==> src/rtl/decode_stage.sv <==
// LEGv8 IF/ID -> ID/EX decode stage.
// Decodes the supported instruction subset into registered control and operand
// fields. A load-use hazard holds the fetch side for one cycle with stall_out.
// A taken-branch flush turns the stage contents into a bubble.
module decode_stage #(
    parameter int ADDR_W = 64,
    parameter int REG_AW = 5
) (
    input  logic              clk,
    input  logic              reset,
    input  logic              if_valid,
    input  logic [31:0]       if_instr,
    input  logic [ADDR_W-1:0] if_pc,
    input  logic              flush,
    output logic              stall_out,
    output logic              id_valid,
    output logic [ADDR_W-1:0] id_pc,
    output logic [REG_AW-1:0] id_rd,
    output logic [REG_AW-1:0] id_rn,
    output logic [REG_AW-1:0] id_rm,
    output logic [ADDR_W-1:0] id_imm,
    output logic [ADDR_W-1:0] id_br_offset,
    output logic              id_reg_write,
    output logic              id_alu_src,
    output logic              id_mem_write,
    output logic              id_mem_to_reg,
    output logic              id_set_flags,
    output logic              id_uncond_br,
    output logic              id_cbz,
    output logic              id_blt,
    output logic [2:0]        id_alu_op,
    output logic              id_illegal
);

    // Register index 31 reads as zero, so it can never carry a load-use dependency.
    localparam logic [REG_AW-1:0] XZR = {REG_AW{1'b1}};

    localparam logic [2:0] ALU_PASS_B = 3'b000;
    localparam logic [2:0] ALU_ADD    = 3'b010;
    localparam logic [2:0] ALU_SUB    = 3'b011;

    // Opcode matches.
    logic is_addi_s, is_adds_s, is_subs_s, is_ldur_s, is_stur_s;
    logic is_b_s, is_blt_s, is_cbz_s;

    assign is_addi_s = (if_instr[31:22] == 10'b1001000100);
    assign is_adds_s = (if_instr[31:21] == 11'b10101011000);
    assign is_subs_s = (if_instr[31:21] == 11'b11101011000);
    assign is_ldur_s = (if_instr[31:21] == 11'b11111000010);
    assign is_stur_s = (if_instr[31:21] == 11'b11111000000);
    assign is_b_s    = (if_instr[31:26] == 6'b000101);
    assign is_blt_s  = (if_instr[31:24] == 8'b01010100) && (if_instr[4:0] == 5'b01011);
    assign is_cbz_s  = (if_instr[31:24] == 8'b10110100);

    // Raw register fields.
    logic [REG_AW-1:0] rd_field_s, rn_field_s, rm_field_s;

    assign rd_field_s = if_instr[4:0];
    assign rn_field_s = if_instr[9:5];
    assign rm_field_s = if_instr[20:16];

    // Decoded (not yet registered) controls and operands.
    logic              d_reg_write_s, d_alu_src_s, d_mem_write_s, d_mem_to_reg_s;
    logic              d_set_flags_s, d_uncond_br_s, d_cbz_s, d_blt_s, d_illegal_s;
    logic [2:0]        d_alu_op_s;
    logic [ADDR_W-1:0] d_imm_s, d_br_offset_s;
    logic [REG_AW-1:0] d_rm_s;
    logic              uses_rn_s, uses_rm_s, uses_rt_s;
    logic              hazard_s;

    // Control decode: one instruction class selected, everything else stays 0.
    always_comb begin
        d_reg_write_s  = 1'b0;
        d_alu_src_s    = 1'b0;
        d_mem_write_s  = 1'b0;
        d_mem_to_reg_s = 1'b0;
        d_set_flags_s  = 1'b0;
        d_uncond_br_s  = 1'b0;
        d_cbz_s        = 1'b0;
        d_blt_s        = 1'b0;
        d_illegal_s    = 1'b0;
        d_alu_op_s     = ALU_PASS_B;
        if (is_addi_s) begin
            d_reg_write_s = 1'b1;
            d_alu_src_s   = 1'b1;
            d_alu_op_s    = ALU_ADD;
        end else if (is_adds_s) begin
            d_reg_write_s = 1'b1;
            d_set_flags_s = 1'b1;
            d_alu_op_s    = ALU_ADD;
        end else if (is_subs_s) begin
            d_reg_write_s = 1'b1;
            d_set_flags_s = 1'b1;
            d_alu_op_s    = ALU_SUB;
        end else if (is_ldur_s) begin
            d_reg_write_s  = 1'b1;
            d_alu_src_s    = 1'b1;
            d_mem_to_reg_s = 1'b1;
            d_alu_op_s     = ALU_ADD;
        end else if (is_stur_s) begin
            d_mem_write_s = 1'b1;
            d_alu_src_s   = 1'b1;
            d_alu_op_s    = ALU_ADD;
        end else if (is_b_s) begin
            d_uncond_br_s = 1'b1;
        end else if (is_blt_s) begin
            d_blt_s = 1'b1;
        end else if (is_cbz_s) begin
            d_cbz_s = 1'b1;
        end else begin
            d_illegal_s = 1'b1;
        end
    end

    // Immediate, branch-offset and Reg2Loc operand selection.
    always_comb begin
        d_imm_s       = {ADDR_W{1'b0}};
        d_br_offset_s = {ADDR_W{1'b0}};
        if (is_addi_s) begin
            d_imm_s = {{(ADDR_W-12){1'b0}}, if_instr[21:10]};
        end else if (is_ldur_s || is_stur_s) begin
            d_imm_s = {{(ADDR_W-9){if_instr[20]}}, if_instr[20:12]};
        end else begin
            d_imm_s = {ADDR_W{1'b0}};
        end
        if (is_b_s) begin
            d_br_offset_s = {{(ADDR_W-28){if_instr[25]}}, if_instr[25:0], 2'b00};
        end else if (is_blt_s || is_cbz_s) begin
            d_br_offset_s = {{(ADDR_W-21){if_instr[23]}}, if_instr[23:5], 2'b00};
        end else begin
            d_br_offset_s = {ADDR_W{1'b0}};
        end
        if (is_stur_s || is_cbz_s) begin
            d_rm_s = rd_field_s;
        end else begin
            d_rm_s = rm_field_s;
        end
    end

    // Load-use hazard: the current instruction reads the register an LDUR in the stage is loading.
    always_comb begin
        uses_rn_s = is_adds_s || is_subs_s || is_addi_s || is_ldur_s || is_stur_s;
        uses_rm_s = is_adds_s || is_subs_s;
        uses_rt_s = is_stur_s || is_cbz_s;
        if (if_valid && !flush && !reset && id_valid && id_mem_to_reg && (id_rd != XZR)) begin
            hazard_s = (uses_rn_s && (rn_field_s == id_rd)) ||
                       (uses_rm_s && (rm_field_s == id_rd)) ||
                       (uses_rt_s && (rd_field_s == id_rd));
        end else begin
            hazard_s = 1'b0;
        end
    end

    assign stall_out = hazard_s;

    // ID/EX register: reset, flush, empty fetch or stall load a bubble; otherwise capture the decode.
    always_ff @(posedge clk) begin
        if (reset || flush || !if_valid || hazard_s) begin
            id_valid      <= 1'b0;
            id_pc         <= {ADDR_W{1'b0}};
            id_rd         <= {REG_AW{1'b0}};
            id_rn         <= {REG_AW{1'b0}};
            id_rm         <= {REG_AW{1'b0}};
            id_imm        <= {ADDR_W{1'b0}};
            id_br_offset  <= {ADDR_W{1'b0}};
            id_reg_write  <= 1'b0;
            id_alu_src    <= 1'b0;
            id_mem_write  <= 1'b0;
            id_mem_to_reg <= 1'b0;
            id_set_flags  <= 1'b0;
            id_uncond_br  <= 1'b0;
            id_cbz        <= 1'b0;
            id_blt        <= 1'b0;
            id_alu_op     <= 3'b000;
            id_illegal    <= 1'b0;
        end else begin
            id_valid      <= 1'b1;
            id_pc         <= if_pc;
            id_rd         <= rd_field_s;
            id_rn         <= rn_field_s;
            id_rm         <= d_rm_s;
            id_imm        <= d_imm_s;
            id_br_offset  <= d_br_offset_s;
            id_reg_write  <= d_reg_write_s;
            id_alu_src    <= d_alu_src_s;
            id_mem_write  <= d_mem_write_s;
            id_mem_to_reg <= d_mem_to_reg_s;
            id_set_flags  <= d_set_flags_s;
            id_uncond_br  <= d_uncond_br_s;
            id_cbz        <= d_cbz_s;
            id_blt        <= d_blt_s;
            id_alu_op     <= d_alu_op_s;
            id_illegal    <= d_illegal_s;
        end
    end

endmodule

==> config.mk <==
export PLATFORM = sky130hd
export DESIGN_NAME = decode_stage
export DESIGN_NICKNAME = d
export VERILOG_FILES = /design/src/rtl/decode_stage.sv
export SDC_FILE = /design/constraint.sdc
export NUM_CORES = 1
export LEC_CHECK = 0
export ABC_AREA = 1
export BUFFER_PORTS_ARGS = -buffer_cell sky130_fd_sc_hd__buf_2
export CORE_MARGIN = 5
export CORE_UTILIZATION = 38
export CTS_BUF_LIST = sky130_fd_sc_hd__clkbuf_4
export DETAILED_ROUTE_END_ITERATION = 16
export GPL_TIMING_DRIVEN = 0
export PLACE_DENSITY = 0.69
export SETUP_SLACK_MARGIN = 0.05
export SLEW_MARGIN = 25
export SYNTH_ARGS = -nofsm -noshare
export SYNTH_HDL_FRONTEND = slang
export SYNTH_SLANG_ARGS = --single-unit
==> constraint.sdc <==
create_clock -name clk -period 2.17 [get_ports clk]
set_clock_uncertainty 0.15 [all_clocks]
set_input_delay 0.1085 -clock clk [delete_from_list [all_inputs] [get_ports clk]]
set_output_delay 0.1085 -clock clk [all_outputs]
set_load 0.02 [all_outputs]
==> run_results.csv <==
group,metric,value,unit
outcome,outcome,"finished, final reports clean",
cells_and_area,regMostFlops,"id_pc",
setup_path,crit_type,"input port to output port",
clocking,clkSinkCount,130,
yosys,synth-compound-area-share,0.867,%
timing,final-hold-violation-count,0,
place,pre_cts_ws,172,ps
grt,grt_pass1_wl,28900,microns
detailed_routing,drt_iter0_drc,280,
yosys,yosys.area_share.simple,26.2,%
timing,min_period,2070,ps
setup_path,endpoint_kind,"output port",
place,gp_congestion,0.871,
yosys,yosysTopAreaCell,"dfxtp_1",
yosys,syn_area,0.00534,sq mm
clocking,htreeDepth,4,
setup_path,reg2reg_setup_slack,210,ps
yosys,synth_commonest_cells,"130 x dfxtp_1, 102 x inv_1, 91 x nor2_1",
timing,maxSlewHeadroom,61.3,%
place,place_area,0.00718,sq mm
floorplan,die_y,129,microns
timing,min_period_over_period,95.5,%
min_path,hold_class,"input port to flop",
pwr,p_leak,5.14,nW
pwr,power_density,529,mW/mm^2
detailed_routing,wire_per_inst,14.5,microns
grt,first_global_vias,5547,
detailed_routing,num_vias,5796,
floorplan,die_x,129,microns
timing,max_freq,483,MHz
detailed_routing,drc,0,
yosys,synth_warnings,0,
cells_and_area,largest_register_ffs,64,
grt,gr-usage-all-layers,22.4,%
cells_and_area,utilization,62.1,%
yosys,synthXorXnorAreaFrac,0.656,%
setup_path,worst-path-max-fanout,8,
place,dp_hpwl,13500,microns
detailed_routing,ant_nets,0,
timing,setup_viol,0,
setup_path,worstRegToRegCells,14,
clocking,numCtsBuffers,17,
place,dpl.cell_count,1162,
clocking,clk_pin_slew_worst_paths,120,ps
grt,grt_overflow,0,
timing,rsz0062_at_grt,"true",
timing,final.setup.worst_slack,98.1,ps
pwr,total_power,4.54,mW
yosys,ys_seq_area_share,48.7,%
setup_path,required,1910,ps
yosys,synth_flop_cell,"dfxtp_1",
cells_and_area,drive_gt1_share,44.3,%
min_path,hold_path_depth,8,
job,drv_cap,0,
yosys,yosys-top-cells-area,"dfxtp_1 49%, buf_4 13%, nand4_1 8.2%, inv_1 7.2%, nor2_1 6.4%",
setup_path,timing.rr.start,"id_rd[0]",
setup_path,reg2reg_to,"id_pc[25]",
yosys,synth.most_common_cell,"dfxtp_1",
timing,slew_violations,0,
yosys,yosysTopAreaCellShare,48.7,%
cells_and_area,area_delta_synth_final,60.9,%
yosys,muxShareOfSynthArea,0,%
yosys,synth_top_family_by_area,"simple AND/OR/NAND/NOR gates",
detailed_routing,drt_first_pass_iters,6,
floorplan,dieArea,0.0165,sq mm
clocking,cts_tree,"yes",
yosys,synth_async_sr_flop_share,0,%
clocking,cts_root_buffer,"clkbuf_4",
min_path,hold_path_end,"id_rm[4]",
clocking,clk_latency,550,ps
grt,grt_max_degree,48,
pwr,ir_worst_vdd,0.474,mV
min_path,min_from,"if_instr[23]",
yosys,yosys.cell_types.count,27,
place,portBuffers,317,
yosys,synthAdderAreaFrac,0,%
cells_and_area,fin_nets,1210,
yosys,ys_seq_elements,130,
setup_path,critPathArrivalTime,1810,ps
setup_path,crit_path_start_kind,"input port",
timing,worstMarginPinSlew,581,ps
floorplan,boundaryPins,321,
cells_and_area,fin_area,0.00859,sq mm
detailed_routing,vias_per_cell,4.43,
cells_and_area,stdcell_count,1307,
floorplan,row_count,43,
grt,antenna_found_initial,2,
detailed_routing,wl,19000,microns
floorplan,core-area,0.0138,sq mm
yosys,synth.avg_cell_area,8.06,sq um
clocking,cts_buffer_depth,2,
floorplan,start_util,38.6,%
yosys,netlist_instances,662,
yosys,synth_edf_count,0,
cells_and_area,reg_top3,"id_pc: 64 flops, id_br_offset: 26 flops, id_imm: 13 flops",
==> through the flow <==
stage               hold WS [ps]  TNS [ps]
finish                      52.4         0
global placement             169         0
CTS                         14.3         0
detailed placement           177         0
global route                82.0     -19.6
floorplan                   70.7         0
==> area by class of cell <==
class                      instances  area (sq um)
sequential                       130          2620
fill                            1215          5240
inverter                         106           398
buffer                           118           858
antenna                            4          10.0
clock buffer                      18           135
timing repair buffer             427          2700
multi-input combinational        310          1510
clock inverter                    14           129
tap                              180           225
==> cells in the final DEF, fill, tap and decap left out, types with 2 or more instances in the layout <==
cell,netlist,final
buf_2,7,323
dfxtp_1,130,123
dlygate4sd3_1,0,105
inv_1,102,101
buf_4,90,93
nor2_1,91,88
nand2_1,88,87
nand4_1,70,70
clkbuf_4,0,18
nor2_2,10,13
nand3_1,12,11
buf_6,9,10
nand2_2,7,8
nor3_1,8,8
clkbuf_1,9,8
a21oi_1,6,6
inv_6,0,5
dfxtp_4,0,5
diode_2,0,4
inv_2,3,4
xnor2_1,4,4
clkinvlp_4,0,4
buf_1,3,3
clkinv_1,1,3
conb_1,1,3
nand2_4,2,2
o21ai_0,2,2
nand3_2,1,2
nor4_2,1,2
clkinv_4,0,2
dfxtp_2,0,2
==> kinds of logic (layout without fill, tap and decap cells) <==
| family | count (synthesis) | after routing |
|---|---|---|
| AOI/OAI and AO/OA | 9 | 9 |
| other | 1 | 7 |
| DFF | 130 | 130 |
| buffers and inverters | 224 | 683 |
| and+or+nand+nor | 294 | 294 |
| xor gates and xnor gates | 4 | 4 |
==> worst max path at each step <==
| stage | from | slack, ps | depth (start not counted) | to |
|---|---|---|---|---|
| floorplan | id_rd[2] | 370 | 13 | id_pc[18] |
| global placement | id_imm[12] | 150 | 2 | id_imm[62] |
| detailed placement | if_instr[29] | 170 | 7 | id_br_offset[20] |
| CTS | id_rd[4] | 50 | 11 | stall_out |
| global route | id_rd[3] | -20 | 11 | stall_out |
| finish | if_instr[31] | 100 | 11 | stall_out |
==> metal layers <==
layer / vias up / wire, microns / global-route usage, %
li1: 2870 / - / -
met1: 2541 / 6770 / 24.8
met2: 332 / 9380 / 38.7
met3: 53 / 2120 / 7.72
met4: 0 / 716 / 10.3
met5: - / 0 / 0
==> what timing repair did <==
action	4_1_cts	5_1_grt
resized for setup	10	13
endpoints found under the setup margin	38	20
endpoints found under the hold margin	127	0
hold buffers	106	0
setup buffers	0	3
pin swaps	0	1
==> critical path: stages <==
cell and delay [ps]:
dlygate4sd3_1 540, buf_2 160, nand2_2 80, nor3_1 190, nand2_2 180, nand2_4 140
nand2_2 80, nand3_2 80, nand2_2 60, inv_2 70, buf_6 120
==> report_power, final <==
part / switching [mW] / internal (mW) / total [mW]
clock network: 0.966 / 0.591 / 1.56
registers: 0.0152 / 2.42 / 2.44
logic: 0.286 / 0.262 / 0.548
No activity file was read; power rests on OpenSTA's default activity.
